===== src/rtl/mandelbrot_pkg.sv =====
// Shared Q8.24 constants and frame-sequencer state encoding for the Mandelbrot
// display path (frame sequencer and render controller).
package mandelbrot_pkg;

    localparam int          MB_FP_W     = 32;
    localparam logic [31:0] MB_DEF_CRE  = 32'hFF80_0000;  // -0.5
    localparam logic [31:0] MB_DEF_CIM  = 32'h0000_0000;
    localparam logic [31:0] MB_DEF_SCALE = 32'h0001_47AE;  // ~0.005 per pixel
    localparam logic [7:0]  MB_DEF_ITER = 8'd64;

    typedef enum logic [2:0] {
        S_IDLE    = 3'd0,
        S_LAUNCH  = 3'd1,
        S_RENDER  = 3'd2,
        S_WAIT_VS = 3'd3,
        S_SWAP    = 3'd4
    } mb_state_t;

endpackage


===== src/rtl/mandelbrot_frame_seq.sv =====
// Frame sequencer: latches view parameters, launches one render per parameter
// change, waits for vsync after completion and swaps the double framebuffer.
module mandelbrot_frame_seq
    import mandelbrot_pkg::*;
#(
    parameter int               FP_W      = MB_FP_W,
    parameter int               TIMEOUT   = 1 << 24,
    parameter logic [FP_W-1:0]  DEF_CRE   = MB_DEF_CRE,
    parameter logic [FP_W-1:0]  DEF_CIM   = MB_DEF_CIM,
    parameter logic [FP_W-1:0]  DEF_SCALE = MB_DEF_SCALE,
    parameter logic [7:0]       DEF_ITER  = MB_DEF_ITER
) (
    input  logic                   clk,
    input  logic                   rst_n,
    input  logic                   param_we,
    input  logic signed [FP_W-1:0] param_center_re,
    input  logic signed [FP_W-1:0] param_center_im,
    input  logic signed [FP_W-1:0] param_scale,
    input  logic [7:0]             param_max_iter,
    input  logic                   vsync,
    input  logic                   render_busy,
    input  logic                   render_done,
    output logic                   render_start,
    output logic signed [FP_W-1:0] center_re,
    output logic signed [FP_W-1:0] center_im,
    output logic signed [FP_W-1:0] scale,
    output logic [7:0]             max_iter,
    output logic                   wr_buf_sel,
    output logic                   rd_buf_sel,
    output logic [15:0]            frame_cnt,
    output logic                   busy,
    output logic                   err,
    output mb_state_t              state_dbg
);

    // Handshake: param_we, vsync and render_done are single-cycle strobes sampled
    // on the rising edge; render_start is a registered one-cycle pulse with no
    // back-pressure, and render_busy only gates the launch decision.

    localparam logic [31:0] WD_LIMIT = 32'(TIMEOUT - 1);

    mb_state_t state, state_nxt;

    logic signed [FP_W-1:0] sh_cre, sh_cim, sh_scale;
    logic [7:0]             sh_iter;
    logic                   dirty;
    logic [31:0]            wd;

    logic launch, expire, swap, start_nxt;

    always_ff @(posedge clk or negedge rst_n) begin
        if (!rst_n) state <= S_IDLE;
        else        state <= state_nxt;
    end

    always_comb begin
        state_nxt = state;
        unique case (state)
            S_IDLE:    if (dirty && !render_busy) state_nxt = S_LAUNCH;
            S_LAUNCH:  state_nxt = S_RENDER;
            // Completion wins over a watchdog expiry in the same cycle.
            S_RENDER:  if (render_done)          state_nxt = S_WAIT_VS;
                       else if (wd == WD_LIMIT)  state_nxt = S_IDLE;
            S_WAIT_VS: if (vsync) state_nxt = S_SWAP;
            S_SWAP:    state_nxt = S_IDLE;
            default:   state_nxt = S_IDLE;
        endcase
    end

    always_comb begin
        busy      = (state != S_IDLE);
        launch    = (state == S_IDLE) && dirty && !render_busy;
        expire    = (state == S_RENDER) && !render_done && (wd == WD_LIMIT);
        swap      = (state == S_SWAP);
        start_nxt = (state == S_LAUNCH);
        state_dbg = state;
    end

    always_ff @(posedge clk or negedge rst_n) begin
        if (!rst_n) begin
            sh_cre       <= DEF_CRE;
            sh_cim       <= DEF_CIM;
            sh_scale     <= DEF_SCALE;
            sh_iter      <= DEF_ITER;
            center_re    <= DEF_CRE;
            center_im    <= DEF_CIM;
            scale        <= DEF_SCALE;
            max_iter     <= DEF_ITER;
            dirty        <= 1'b1;
            wd           <= '0;
            render_start <= 1'b0;
            wr_buf_sel   <= 1'b1;
            rd_buf_sel   <= 1'b0;
            frame_cnt    <= '0;
            err          <= 1'b0;
        end else begin
            render_start <= start_nxt;

            if (param_we) begin
                sh_cre   <= param_center_re;
                sh_cim   <= param_center_im;
                sh_scale <= param_scale;
                sh_iter  <= param_max_iter;
            end

            // A write landing on the launch edge keeps dirty set so it renders next.
            if (param_we)    dirty <= 1'b1;
            else if (launch) dirty <= 1'b0;
            else if (expire) dirty <= 1'b1;

            if (launch) begin
                center_re  <= sh_cre;
                center_im  <= sh_cim;
                scale      <= sh_scale;
                max_iter   <= sh_iter;
                wr_buf_sel <= ~rd_buf_sel;
            end

            if (state == S_LAUNCH)      wd <= '0;
            else if (state == S_RENDER) wd <= wd + 32'd1;

            if (expire) err <= 1'b1;

            if (swap) begin
                rd_buf_sel <= wr_buf_sel;
                frame_cnt  <= frame_cnt + 16'd1;
            end
        end
    end

endmodule


===== config.mk =====
export PLATFORM = sky130hd
export DESIGN_NAME = mandelbrot_frame_seq
export DESIGN_NICKNAME = d
export VERILOG_FILES = /design/src/rtl/mandelbrot_pkg.sv /design/src/rtl/mandelbrot_frame_seq.sv
export SDC_FILE = /design/constraint.sdc
export NUM_CORES = 1
export LEC_CHECK = 0
export ABC_AREA = 1
export CAP_MARGIN = 20
export CORE_UTILIZATION = 26
export DETAILED_ROUTE_END_ITERATION = 10
export PLACE_DENSITY_LB_ADDON = 0.1
export SYNTH_ARGS = -nofsm -noshare
export SYNTH_HDL_FRONTEND = slang
export SYNTH_SLANG_ARGS = --single-unit

===== constraint.sdc =====
create_clock -name clk -period 3.8 [get_ports clk]
set_clock_uncertainty 0.2 [all_clocks]
set_input_delay 0.76 -clock clk [delete_from_list [all_inputs] [get_ports clk]]
set_output_delay 0.76 -clock clk [all_outputs]
set_load 0.005 [all_outputs]

==> results.md <==
Worst setup path:
- The worst setup path category is flop to output pin.
- STA classifies the critical path startpoint as a flop.
- STA classifies the critical path endpoint as an output pin.
- The arrival time at the worst endpoint is 1810 ps.
- On the worst path, the slowest cell contributes a delay of 470 ps.
- The critical path goes through nor2_2, nand2_1, clkdlybuf4s50_1.
- The slowest stage of the critical path is the dfrtp_1 cell.
- For the worst setup path, the data required time is 2840 ps.
- The biggest fanout along the worst timing path is 5.

Global route:
- The initial antenna violation count is 2.
- The total grt overflow is 0.
- For this run, the total global-route usage over all layers was measured as 13.7%.
- The pin count of the biggest net entering global routing is 122.
- The first global-routing pass estimated 45.9 mm of wire.
- The via count of the first global-routing pass is 8399.

Timing:
- In the final timing run, aggregate negative setup slack is 0 ps.
- For the finished layout, the period the worst path requires is 2770 ps.
- Headroom to the max-slew limit came out at 50.6%.
- The count of final hold-check violations is 0.
- The max-slew violation count is 0.
- The timing-limited maximum frequency is 362 MHz.
- The measured slew at the worst slew-check pin is 741 ps.
- Setup repair after global routing left no endpoint under its margin.
- Hold is met by 73.4 ps.
- Setup violations remaining at the end of the flow were counted as 0.
- The worst path uses 72.8% of the clock period.

Power and ir drop:
- In this run the power density over the cells is 648 nW/µm².
- VDD sags by at most 0.000284 V.
- Summed over all cells, the static leakage comes to 6.80 nW.

CTS:
- The tree is rooted in a clkbuf_16.
- In this run, post-CTS repair resized a total of 0 instances.
- The H-tree generated during clock tree synthesis spans 2 levels.
- Clock tree synthesis inserted a total of 34 buffers.
- The later pin in the worst-skew pair is clocked with a latency of 510 ps.
- Clock-pin slew was measured on the worst setup and hold paths at 60 ps.
- The number of buffers inserted to repair setup after CTS is 0.
- The number of buffers inserted for hold repair after clock tree synthesis is 0.
- The total clock sinks is 264.
- The maximum buffer depth of the clock tree is 3.
- The TritonCTS clock tree is done.

Yosys:
- The top flip-flop cell by instance count after synthesis is dfrtp_1.
- The commonest cells after synthesis are nand2_1 (341), o21ai_0 (228), dfrtp_1 (222).
- The mapped cell area is 10800 µm².
- The most common cell in the synthesized netlist is nand2_1.
- Dividing the synthesized area by the synthesized cell count gives 8.96 µm².
- Counting flops and latches in the post-synthesis netlist gives 264.
- The post-synthesis net count is 1321.
- In this run the biggest area consumer among cell types represents 51.3% of the synthesized area.
- In this run, distinct cell masters in the synthesized netlist total 30.
- The async set-or-reset flop fraction in the synthesized netlist is 100%.
- Counting flops with a built-in enable in the synthesized netlist gives 0.
- The cell type contributing the most total cell area after synthesis is dfrtp_1.
- The number of warnings printed during yosys synthesis is 0.
- In the post-synthesis netlist, the biggest area contributors are dfrtp_1 (51%), nand2_1 (12%), o21ai_0 (11%).
- The number of cells produced by synthesis is 1209.
- The register area share after synthesis is 61.4%.

Die:
- After floorplanning, the core was divided into 74 placement rows.
- The initial cell density of the core is 26.4%.
- The top-level I/O count is 238.
- The die area is 42500 µm².
- Measured along the x axis, the die boundary spans 206 µm.
- The floorplan step set the die height to 206 µm.
- The floorplan step defined a core boundary enclosing 41000 µm².

Place:
- The congestion estimate from routability-driven global placement came to 0.755.
- The count of buffers added on input and output ports is 237.
- The placed cell count is 1940.
- The instance area at placement is 13800 µm².
- Detailed placement ended at an HPWL of 19.3 mm.

Status:
- The final reports fail on design-rule violations.
- The flow ran to the end, but the final reports show violations.

Min path:
- The worst hold-check path type is input pin to asynchronous set/reset pin.

Detailed routing:
- The first routing iteration left 315 violations.
- The average wire per cell in the routed design is 14.2 µm.
- The top routing layer in use is met5.
- The met3 wirelength from detailed routing is 2.29 mm.
- Detailed routing placed a total of 12.7 mm of wire on met2.
- The number of detailed-route iterations in the first pass is 8.
- The number of remaining DRC errors is 28.
- After detailed routing, the number of vias per cell comes to 4.17.
- The total routed wirelength is 28.4 mm.
- The detailed router put a total of 12.9 mm of wire on met1.
- Once detail routing completed, the nets flagged for antenna violations numbered 0.
- The routed layout has 8338 vias.

Final layout:
- The total number of nets in the final design is 1556.
- The number of antenna diodes in the final layout is 0.
- The final standard cell count with taps included and fillers excluded is 2000.
- The layout overhead on the synthesized area is 37.6%.
- The fraction of final layout cells with drive strength greater than 1 is 8.51%.
- Summing all non-filler instances in the final layout gives an area of 14900 µm².
- For this run, the share of the core covered by cells in the final layout is 36.4%.

Job:
- Max-cap violations in this run came to 0.
[cells by family after synthesis]
| family | Yosys count | share of synthesized area (%) |
|---|---|---|
| multiplexers | 1 | 0.0924 |
| flip-flops | 264 | 61.4 |
| buffers and inverters | 224 | 8.24 |
| adder cells (fa/ha/maj) | 2 | 0.231 |
| XOR/XNOR | 13 | 1.05 |
| AND/OR/NAND/NOR | 464 | 17.8 |
| AO/OA/AOI/OAI | 241 | 11.2 |
[cell usage in the layout (no fill, tap or decap), types with 6 or more instances in the layout]
cell type / n
buf_4: 9
clkbuf_16: 35
nor2_2: 6
nor2_1: 52
nor3_1: 6
dfrtp_1: 222
nand3_1: 33
inv_1: 171
clkbuf_1: 13
nand2_1: 341
dfstp_2: 42
clkdlybuf4s50_1: 235
o21ai_1: 9
o21ai_0: 228
nand4_1: 10
xor2_1: 8
[per-stage QoR]
step           total power [mW]  setup WS, ps
2_1_floorplan              4.92          2040
3_3_place_gp               6.56          1140
3_5_place_dp               6.59          1120
4_1_cts                    9.90          1000
5_1_grt                    10.3           943
6_report                   9.66          1030
[final cells by class]
cell class                      instances  area (µm²)
Fill cell                            4250       26100
Tap cell                              532         666
Clock buffer                           52         980
Multi-Input combinational cell        721        3290
Inverter                              172         647
Sequential cell                       264        6660
Clock inverter                          8         121
Timing Repair Buffer                  251        2550
[worst paths after layout]
| kind | from | slack, ps | cells after the start | end |
|---|---|---|---|---|
| worst min register to register | sh_scale[8]$_DFFE_PN1P_ | 280 | 2 | sh_scale[8]$_DFFE_PN1P_ |
| worst max-delay path | state_dbg[2]$_DFFE_PN0P_ | 1030 | 3 | busy |
| worst min-delay path | rst_n | 70 | 1 | render_start$_DFF_PN0_ |
| min in group clk | sh_scale[8]$_DFFE_PN1P_ | 280 | 2 | sh_scale[8]$_DFFE_PN1P_ |
| worst max register to register | state_dbg[2]$_DFFE_PN0P_ | 1720 | 7 | wd[10]$_DFFE_PN0P_ |
| max in group asynchronous | rst_n | 2410 | 2 | scale[8]$_DFFE_PN1P_ |
[report_power, final]
part           internal, mW  switching, mW
clock network          1.98           1.20
registers              3.54          0.372
logic                  1.34           1.22
total                  6.86           2.80
[worst max-delay path: cells and delay by family (launching register included)]
family	cells	cell delay, ps
buf+inv	1	470
flops	1	470
simple gates	2	360
[per-layer routing]
layer | track usage (%) | vias to the layer above
met5 | 0 | -
li1 | - | 4239
met1 | 17.8 | 3887
met4 | 3.94 | 4
met2 | 21.3 | 170
met3 | 5.08 | 38
[sequential cells by signal, summed over array words and instances (netlist names), 3 cells and up]
signal / flops
max_iter: 8
sh_cre: 32
sh_cim: 32
scale: 32
wd: 32
center_im: 32
sh_scale: 32
center_re: 32
frame_cnt: 16
state_dbg: 3
sh_iter: 8
No activity file was read; power rests on OpenSTA's default activity.
